==> config.mk <==
export PLATFORM = sky130hd
export DESIGN_NAME = delta_decoder_flat
export DESIGN_NICKNAME = d
export VERILOG_FILES = /design/src/rtl/delta_decoder_pkg.sv /design/src/rtl/delta_decoder_if.sv /design/src/rtl/delta_decoder_sat_acc.sv /design/src/rtl/delta_decoder.sv /design/src/flat_wrapper.sv
export SDC_FILE = /design/constraint.sdc
export NUM_CORES = 1
export LEC_CHECK = 0
export ABC_CLOCK_PERIOD_IN_PS = 2800
export BUFFER_PORTS_ARGS = -buffer_cell sky130_fd_sc_hd__buf_2
export CORE_MARGIN = 4
export CORE_UTILIZATION = 40
export DETAILED_ROUTE_END_ITERATION = 7
export HOLD_SLACK_MARGIN = 0.03
export PLACE_DENSITY = 0.66
export SYNTH_ARGS = -nofsm -noshare
export SYNTH_HDL_FRONTEND = slang
export SYNTH_SLANG_ARGS = --single-unit
export TNS_END_PERCENT = 30
==> constraint.sdc <==
create_clock -name clk -period 2.8 [get_ports clk]
set_input_delay 0.28 -clock clk [delete_from_list [all_inputs] [get_ports clk]]
set_output_delay 0.28 -clock clk [all_outputs]
set_load 0.01 [all_outputs]
==> src/rtl/delta_decoder_pkg.sv <==
// Shared definitions for the delta-modulation decoder: spike code values
// and the controller state encoding.
package delta_pkg;

  // Two-bit spike codes, laid out as {dir,event}
  localparam logic [1:0] SPK_NONE = 2'b00;
  localparam logic [1:0] SPK_UP   = 2'b01;
  localparam logic [1:0] SPK_DOWN = 2'b11;
  localparam logic [1:0] SPK_BAD  = 2'b10;

  // Controller states: waiting for the first init_load, or decoding
  typedef enum logic [0:0] {
    ST_IDLE = 1'b0,
    ST_RUN  = 1'b1
  } state_t;

endpackage

==> src/rtl/delta_decoder_if.sv <==
// Spike-code input and sample output streams of the decoder, each with a
// valid/ready handshake. The decoder takes the slave side.
interface delta_decoder_if #(
  parameter int WIDTH = 5
);

  logic             in_valid;
  logic             in_ready;
  logic [1:0]       spike;
  logic             out_valid;
  logic             out_ready;
  logic [WIDTH-1:0] out_data;

  // Producer of codes and consumer of samples
  modport master (
    output in_valid,
    output spike,
    output out_ready,
    input  in_ready,
    input  out_valid,
    input  out_data
  );

  // The decoder itself
  modport slave (
    input  in_valid,
    input  spike,
    input  out_ready,
    output in_ready,
    output out_valid,
    output out_data
  );

endinterface

==> src/rtl/delta_decoder_sat_acc.sv <==
// Combinational saturating step of the accumulator. The step is
// threshold+1 and is formed one bit wider than the sample so that the
// largest threshold still yields a full 2^WIDTH step.
module delta_sat_acc #(
  parameter int WIDTH = 5
) (
  input  logic [WIDTH-1:0] acc,
  input  logic [WIDTH-1:0] threshold,
  input  logic             dir_down,
  output logic [WIDTH-1:0] result,
  output logic             clip
);

  logic [WIDTH:0] step;
  logic [WIDTH:0] sum;
  logic [WIDTH:0] diff;

  // Add or subtract the step, clamping to the sample range and flagging a clip
  always_comb begin
    step   = {1'b0, threshold} + {{WIDTH{1'b0}}, 1'b1};
    sum    = {1'b0, acc} + step;
    diff   = {1'b0, acc} - step;
    result = acc;
    clip   = 1'b0;
    if (dir_down) begin
      if (step > {1'b0, acc}) begin
        result = '0;
        clip   = 1'b1;
      end else begin
        result = diff[WIDTH-1:0];
      end
    end else begin
      if (sum[WIDTH]) begin
        result = '1;
        clip   = 1'b1;
      end else begin
        result = sum[WIDTH-1:0];
      end
    end
  end

endmodule

==> src/rtl/delta_decoder.sv <==
// Delta-modulation decoder: each accepted spike code moves a saturating
// accumulator by one step, and the new value is presented one cycle later
// on a registered valid/ready output. Also keeps UP/DOWN statistics and
// sticky saturation and error flags.
module delta_decoder
  import delta_pkg::*;
#(
  parameter int WIDTH = 5,
  parameter int CNT_W = 8
) (
  input  logic             clk,
  input  logic             rst_n,
  input  logic             init_load,
  input  logic [WIDTH-1:0] init_value,
  input  logic [WIDTH-1:0] threshold,
  input  logic             off_enable,
  delta_decoder_if.slave   bus,
  output logic             sat_hit,
  output logic             err,
  output logic [CNT_W-1:0] up_cnt,
  output logic [CNT_W-1:0] down_cnt
);

  state_t           state;
  state_t           state_next;
  logic [WIDTH-1:0] acc;
  logic [WIDTH-1:0] step_result;
  logic             step_clip;
  logic [WIDTH-1:0] acc_next;
  logic             accept;
  logic             code_up;
  logic             code_down;
  logic             code_bad;
  logic             out_valid_q;
  logic [WIDTH-1:0] out_data_q;

  assign bus.out_valid = out_valid_q;
  assign bus.out_data  = out_data_q;
  assign accept        = bus.in_valid & bus.in_ready;

  // State register
  always_ff @(posedge clk or negedge rst_n) begin
    if (!rst_n) begin
      state <= ST_IDLE;
    end else begin
      state <= state_next;
    end
  end

  // Next state: init_load enters or re-enters RUN, nothing ever leaves it
  always_comb begin
    state_next = state;
    if (init_load) begin
      state_next = ST_RUN;
    end
  end

  // Input handshake: only in RUN, never during a reload, and only when the output slot is free
  always_comb begin
    bus.in_ready = 1'b0;
    if (state == ST_RUN && !init_load && (!out_valid_q || bus.out_ready)) begin
      bus.in_ready = 1'b1;
    end
  end

  // Classify the incoming code against the current off_enable setting
  always_comb begin
    code_up   = (bus.spike == SPK_UP);
    code_down = (bus.spike == SPK_DOWN) && off_enable;
    code_bad  = (bus.spike == SPK_BAD) || ((bus.spike == SPK_DOWN) && !off_enable);
  end

  delta_sat_acc #(
    .WIDTH(WIDTH)
  ) u_sat_acc (
    .acc      (acc),
    .threshold(threshold),
    .dir_down (code_down),
    .result   (step_result),
    .clip     (step_clip)
  );

  // Only legal UP/DOWN codes move the accumulator; NONE and bad codes leave it alone
  always_comb begin
    acc_next = acc;
    if (code_up || code_down) begin
      acc_next = step_result;
    end
  end

  // Accumulator, output register and sticky flags; a reload drops any pending sample
  always_ff @(posedge clk or negedge rst_n) begin
    if (!rst_n) begin
      acc         <= '0;
      out_valid_q <= 1'b0;
      out_data_q  <= '0;
      sat_hit     <= 1'b0;
      err         <= 1'b0;
    end else if (init_load) begin
      acc         <= init_value;
      out_valid_q <= 1'b0;
      sat_hit     <= 1'b0;
      err         <= 1'b0;
    end else if (accept) begin
      acc         <= acc_next;
      out_data_q  <= acc_next;
      out_valid_q <= 1'b1;
      if ((code_up || code_down) && step_clip) begin
        sat_hit <= 1'b1;
      end
      if (code_bad) begin
        err <= 1'b1;
      end
    end else if (bus.out_ready) begin
      out_valid_q <= 1'b0;
    end
  end

  // Spike statistics, saturating at all-ones
  always_ff @(posedge clk or negedge rst_n) begin
    if (!rst_n) begin
      up_cnt   <= '0;
      down_cnt <= '0;
    end else if (init_load) begin
      up_cnt   <= '0;
      down_cnt <= '0;
    end else if (accept) begin
      if (code_up && (up_cnt != '1)) begin
        up_cnt <= up_cnt + 1'b1;
      end
      if (code_down && (down_cnt != '1)) begin
        down_cnt <= down_cnt + 1'b1;
      end
    end
  end

endmodule
==> src/flat_wrapper.sv <==
// flat-port wrapper written by rule: the top's interface ports become plain ports
module delta_decoder_flat import delta_pkg::*;
#(
  parameter int WIDTH = 5,
  parameter int CNT_W = 8
)
  (clk, rst_n, init_load, init_value, threshold, off_enable, sat_hit, err, up_cnt, down_cnt, bus_in_valid, bus_spike, bus_out_ready, bus_in_ready, bus_out_valid, bus_out_data);
  delta_decoder_if #(.WIDTH(WIDTH)) bus_i ();
  input  logic clk;
  input  logic rst_n;
  input  logic init_load;
  input  logic [WIDTH-1:0] init_value;
  input  logic [WIDTH-1:0] threshold;
  input  logic off_enable;
  output logic sat_hit;
  output logic err;
  output logic [CNT_W-1:0] up_cnt;
  output logic [CNT_W-1:0] down_cnt;
  input wire logic [$bits(bus_i.in_valid)-1:0] bus_in_valid;
  input wire logic [$bits(bus_i.spike)-1:0] bus_spike;
  input wire logic [$bits(bus_i.out_ready)-1:0] bus_out_ready;
  output wire logic [$bits(bus_i.in_ready)-1:0] bus_in_ready;
  output wire logic [$bits(bus_i.out_valid)-1:0] bus_out_valid;
  output wire logic [$bits(bus_i.out_data)-1:0] bus_out_data;
  assign bus_i.in_valid = bus_in_valid;
  assign bus_i.spike = bus_spike;
  assign bus_i.out_ready = bus_out_ready;
  assign bus_in_ready = bus_i.in_ready;
  assign bus_out_valid = bus_i.out_valid;
  assign bus_out_data = bus_i.out_data;
  delta_decoder #(.WIDTH(WIDTH), .CNT_W(CNT_W)) u_core (.clk(clk), .rst_n(rst_n), .init_load(init_load), .init_value(init_value), .threshold(threshold), .off_enable(off_enable), .bus(bus_i), .sat_hit(sat_hit), .err(err), .up_cnt(up_cnt), .down_cnt(down_cnt));
endmodule
==> results of run 1 <==
## layout by cell type (no fill, tap or decap), types with 3 or more instances in the layout
master    netlist  layout
nor2_1         24      24
ha_1           17      17
xor2_1          9       9
inv_1          15      15
buf_2           2      42
nand2_1        17      17
nand4_1         8       8
o21ai_0        11      11
and3_1          5       5
a21oi_1        11      11
nor3_1          7       7
dfrtp_1        30      30
nand3_1        13      13
o31ai_1         7       7
nand4b_1        3       3
xnor2_1        12      12
buf_4           2       6
clkbuf_8        0       6
nor2b_1         3       3
## where the power goes
group	internal [W]	switching, W	total (W)
sequential	0.000470	0.0000319	0.000502
clock	0.000198	0.000161	0.000359
combinational	0.000177	0.000243	0.000420
total	0.000845	0.000436	0.00128
## sequential cells by signal (all words and copies together), names as in the netlist
name / flops
u_core.down_cnt: 8
u_core.err: 1
u_core.bus.out_data: 5
u_core.state: 1
u_core.bus.out_valid: 1
u_core.acc: 5
u_core.sat_hit: 1
u_core.up_cnt: 8
## final cells by class
cell class | instances | area [um2]
inverter | 15 | 56.3
clock inverter | 1 | 5.00
fill | 498 | 2640
timing repair buffer | 48 | 255
multi-input combinational | 183 | 1290
clock buffer | 7 | 86.3
sequential | 30 | 751
tap | 70 | 87.6
## worst max-delay path, cell delays in order
cell	delay [ns]
buf_2	0.12
ha_1	0.19
nand3_1	0.10
xnor2_1	0.20
ha_1	0.36
nor3_1	0.21
o21ai_0	0.18
and2_4	0.21
o211a_1	0.21
o31ai_1	0.31
o311ai_1	0.15
## per-layer routing
| metal | track usage [%] | vias to the layer above | share of wire (%) |
|---|---|---|---|
| li1 | - | 936 | - |
| met1 | 23.9 | 881 | 50 |
| met2 | 24.3 | 52 | 44 |
| met3 | 3.55 | 8 | 4.7 |
| met4 | 3.04 | 0 | 1.4 |
| met5 | 0 | - | 0 |
## metrics by stage
step	cell area, um2	power, W	instances	hold WS, ns
6_report	2530	0.00128	354	0.0343
5_1_grt	2530	0.00136	354	0.0947
4_1_cts	2530	0.00129	354	0.0613
3_5_place_dp	2440	0.000925	346	0.368
3_3_place_gp	2440	0.000933	346	0.353
2_1_floorplan	2150	0.000798	237	-0.0156
## how the worst min path moves through the flow
| stage | to | slack (ns) | depth (start not counted) |
|---|---|---|---|
| finish | u_core.up_cnt[4] | 0.03 | 1 |
| global route | u_core.err | 0.09 | 1 |
| CTS | u_core.err | 0.06 | 1 |
| detailed placement | u_core.up_cnt[4] | 0.37 | 1 |
| global placement | u_core.up_cnt[4] | 0.35 | 1 |
| floorplan | u_core.acc[0] | -0.02 | 0 |
## kinds of logic (layout without fill, tap and decap cells)
| logic type | count (synthesis) | after routing |
|---|---|---|
| buffers and inverters | 24 | 71 |
| AND/OR/NAND/NOR | 92 | 92 |
| multiplexers | 2 | 2 |
| adder cells (fa/ha/maj) | 19 | 19 |
| flip-flops | 30 | 30 |
| AO/OA/AOI/OAI | 49 | 49 |
| XOR/XNOR | 21 | 21 |
==> reports/summary.txt, run 1 <==
Status - finished clean
# port buffers - 42
Final Skew - 0.00885 ns
Final WL - 5080 um
Crit Reg-Reg Endpoint - u_core.acc[2]
Worst-margin pin slew - 0.672 ns
Worst slew margin - 55.2%
Synth Area per Inst - 9.07 um2
H-tree lvl count - 2
Simple-gate share of the synthesized area - 22.1%
Post-CTS Resized - 0
Clock transition at the registers of the reported paths - 0.06 ns
Top post-synthesis cells by count - dfrtp_1, nor2_1, ha_1, nand2_1, inv_1
Postcts setup bufs - 0
Worst reg-to-reg path cell count - 8
TritonCTS clock tree - yes
Pwr dens - 506 nW/um2
Initial Utilization - 41.6%
Vias in the first global route - 1805
Vias - 1877
Synth Area in XOR/XNOR - 8.56%
Clock sinks - 30
Post-synth cell types - 46
Synth area leaders - dfrtp_1, ha_1, xnor2_1, nor2_1, xor2_1
Compound-Gate Fraction of Synth Area - 16.8%
Crit share post-route - 85.4%
Max cap viols - 0
P&R area growth vs syn - 17.8%
Final setup TNS - 0 ns
Wire per inst - 14.4 um
Initial DRT Pass Iterations - 4
Hold_buf cts - 0
HP Class - input port to asynchronous set/reset pin
Number of synthesized register bits - 30
Main combinational cell family by area after synthesis - simple AND/OR/NAND/NOR gates
Synth area leader - dfrtp_1
Post-DRT Antenna Nets - 0
EDFF count, synth - 0
Fin worst setup slack - 0.408 ns
Initial antenna violation count - 0
Critical path peak fanout - 8
DRC - 0
CP Launch Type - input port
Detail Placement HPWL - 3930 um
Number of cells produced by synthesis - 237
Final slew viol count - 0
Mapped cell area - 2150 um2
Drt initial violations - 88
Worst Setup End Kind - flop
Final design utilization - 49.0%
Top-area cell type share of the netlist area - 34.9%
Die X - 81.3 um
Unrepaired setup endpoints after global routing - false
Rows - 26
Crit path to - u_core.acc[2]
DR vias/cell - 5.30
CTS root buffer - clkbuf_8
Syn_nets - 274
ANT cells - 0
Post-synth ARST share - 100%
Overall Global Routing Usage - 16.2%
Max clock buf depth - 2
GP Congestion - 0.944
CP startpoint - threshold[0]
Die H - 81.3 um
Max IR drop VDD - 0.287 mV
F_max - 418 MHz
Pleak - 1.22 nW
Synth Flop Type - dfrtp_1
CP required - 2.93 ns
Fin crit period - 2.39 ns
Largest net degree at the start of global routing - 31
Fin. Hold Viols - 0
Pre-CTS setup slack - 0.174 ns
Post-synthesis mux area share - 0.931%
R2R Setup Slk - 0.43 ns
Layout cell share with drive strength beyond 1 - 21.1%
# nets final - 320
Worst Path Class, Setup - input port to flop
CP arrival - 2.53 ns
Synth Area in Adders - 11.8%
Worst r2r src - u_core.acc[3]
IO Pins - 43
CTS Buf Count - 5
Cell with the most instances after synthesis - dfrtp_1
Worst-skew pair later-pin latency - 0.28 ns
Die Area - 6610 um2
Yosys warnings - 0
Core area - 5170 um2
Total global routing overflow - 0
# setup viols final - 0
Post-synthesis sequential area ratio - 34.9%
First-pass GRT wire length - 8470 um
No activity file was read; power rests on OpenSTA's default activity.
==> run 2: changes to the inputs <==
- CORE_UTILIZATION: 40 -> 55
- PLACE_DENSITY: 0.66 -> 0.85
==> reports/summary.txt, run 2 (same netlist as run 1, synthesis figures left out) <==
Final slew viol count - 0
Worst-margin pin slew - 0.660 ns
# nets final - 318
TritonCTS clock tree - yes
CP required - 2.94 ns
Worst slew margin - 56.0%
Placement Cell Area - 2400 um2
Overall Global Routing Usage - 21.7%
Final setup TNS - 0 ns
Most frequent cells in the layout - buf_2, dfrtp_1, nor2_1
IO Pins - 43
Postcts setup bufs - 0
Post-DRT Antenna Nets - 0
H-tree lvl count - 2
Max IR drop VDD - 0.413 mV
Worst reg-to-reg path cell count - 8
Final Instance Area - 2490 um2
Vias in the first global route - 1885
Pwr dens - 514 nW/um2
Fin crit period - 2.44 ns
Wire per inst - 15.8 um
# setup viols final - 0
Clock transition at the registers of the reported paths - 0.06 ns
HP Class - input port to asynchronous set/reset pin
Vias - 1952
Commonest non-fill, non-tap cell in the layout - buf_2
Worst-skew pair later-pin latency - 0.28 ns
Total global routing overflow - 0
First-pass GRT wire length - 8660 um
Top flop regs - u_core.down_cnt: 8 flops, u_core.up_cnt: 8 flops
Die X - 70.5 um
Clock sinks - 30
Drt initial violations - 147
Worst Path Class, Setup - flop to flop
Final WL - 5200 um
Core area - 3720 um2
Rows - 22
# port buffers - 42
Fin worst setup slack - 0.365 ns
DRC - 0
Detail Placement HPWL - 3980 um
Initial antenna violation count - 0
Fillers - 297
CTS root buffer - clkbuf_8
Register area - 751 um2
Unrepaired setup endpoints after global routing - false
Fin. Hold Viols - 0
GP Congestion - 0.931
Pleak - 1.21 nW
Placed cell count - 322
Max clock buf depth - 2
CP arrival - 2.58 ns
Worst Setup End Kind - flop
DR vias/cell - 5.92
Die Area - 4970 um2
Crit share post-route - 87.0%
Multi-input gate area - 1290 um2
ANT cells - 0
Critical path peak fanout - 8
Hold_buf cts - 0
CTS Buf Count - 5
Initial Utilization - 57.8%
Initial DRT Pass Iterations - 4
Final design utilization - 67.0%
Post-CTS Resized - 0
P&R area growth vs syn - 15.8%
Die H - 70.5 um
Post-Layout Cell Count - 330
Status - finished clean
Pre-CTS setup slack - 0.119 ns
Layout cell share with drive strength beyond 1 - 20.6%
Largest net degree at the start of global routing - 31
Final Skew - 0.00650 ns
F_max - 411 MHz
Max cap viols - 0
CP Launch Type - flop
==> run 2: cell types whose count changed in the layout (fill, tap and decap cells not counted), sizes merged <==
cell  change
buf       -2
==> run 2: critical path: stages (launching register included) <==
cell	delay, ns
dfrtp_1	0.46
inv_1	0.10
ha_1	0.47
nor3b_1	0.09
nor3_1	0.39
nand4_1	0.14
o211a_1	0.17
o31ai_1	0.33
o311ai_1	0.15
==> run 2: stage by stage <==
| step | hold slack [ns] | power (W) |
|---|---|---|
| after detailed placement | 0.353 | 0.000916 |
| after global routing | 0.0578 | 0.00136 |
| final | 0.0217 | 0.00128 |
| after floorplan | -0.0156 | 0.000798 |
| after CTS | 0.0447 | 0.00128 |
| after global placement | 0.342 | 0.000910 |
==> run 2: where the power goes <==
part	total (W)	internal, W	switching (W)
sequential	0.000500	0.000470	0.0000301
combinational	0.000420	0.000173	0.000247
clock	0.000360	0.000198	0.000162
==> run 2: cell type report <==
cell class | instances | share of cell area (%)
tap | 48 | 2.41
inverter | 15 | 2.26
clock buffer | 7 | 3.47
timing repair buffer | 46 | 9.65
multi-input combinational | 183 | 51.9
clock inverter | 1 | 0.201
sequential | 30 | 30.2
==> run 2: worst paths after layout <==
path / from / endpoint / slack [ns]
worst max-delay path: u_core.acc[3] / u_core.acc[2] / 0.36
worst min-delay path: rst_n / u_core.up_cnt[4] / 0.02
worst max register to register: u_core.acc[3] / u_core.acc[2] / 0.36
worst min register to register: u_core.bus.out_data[2] / u_core.bus.out_data[2] / 0.47
max in group asynchronous: rst_n / u_core.down_cnt[7] / 2.34
min in group clk: init_value[2] / u_core.acc[2] / 0.22
==> run 2: routing by layer <==
| metal | routed length [um] | GRT usage [%] | share of wire, % |
|---|---|---|---|
| met5 | 0 | 0 | 0 |
| met4 | 74 | 7.45 | 1.4 |
| met3 | 398 | 6.33 | 7.6 |
| met2 | 2420 | 33.5 | 47 |
| met1 | 2310 | 29.0 | 44 |
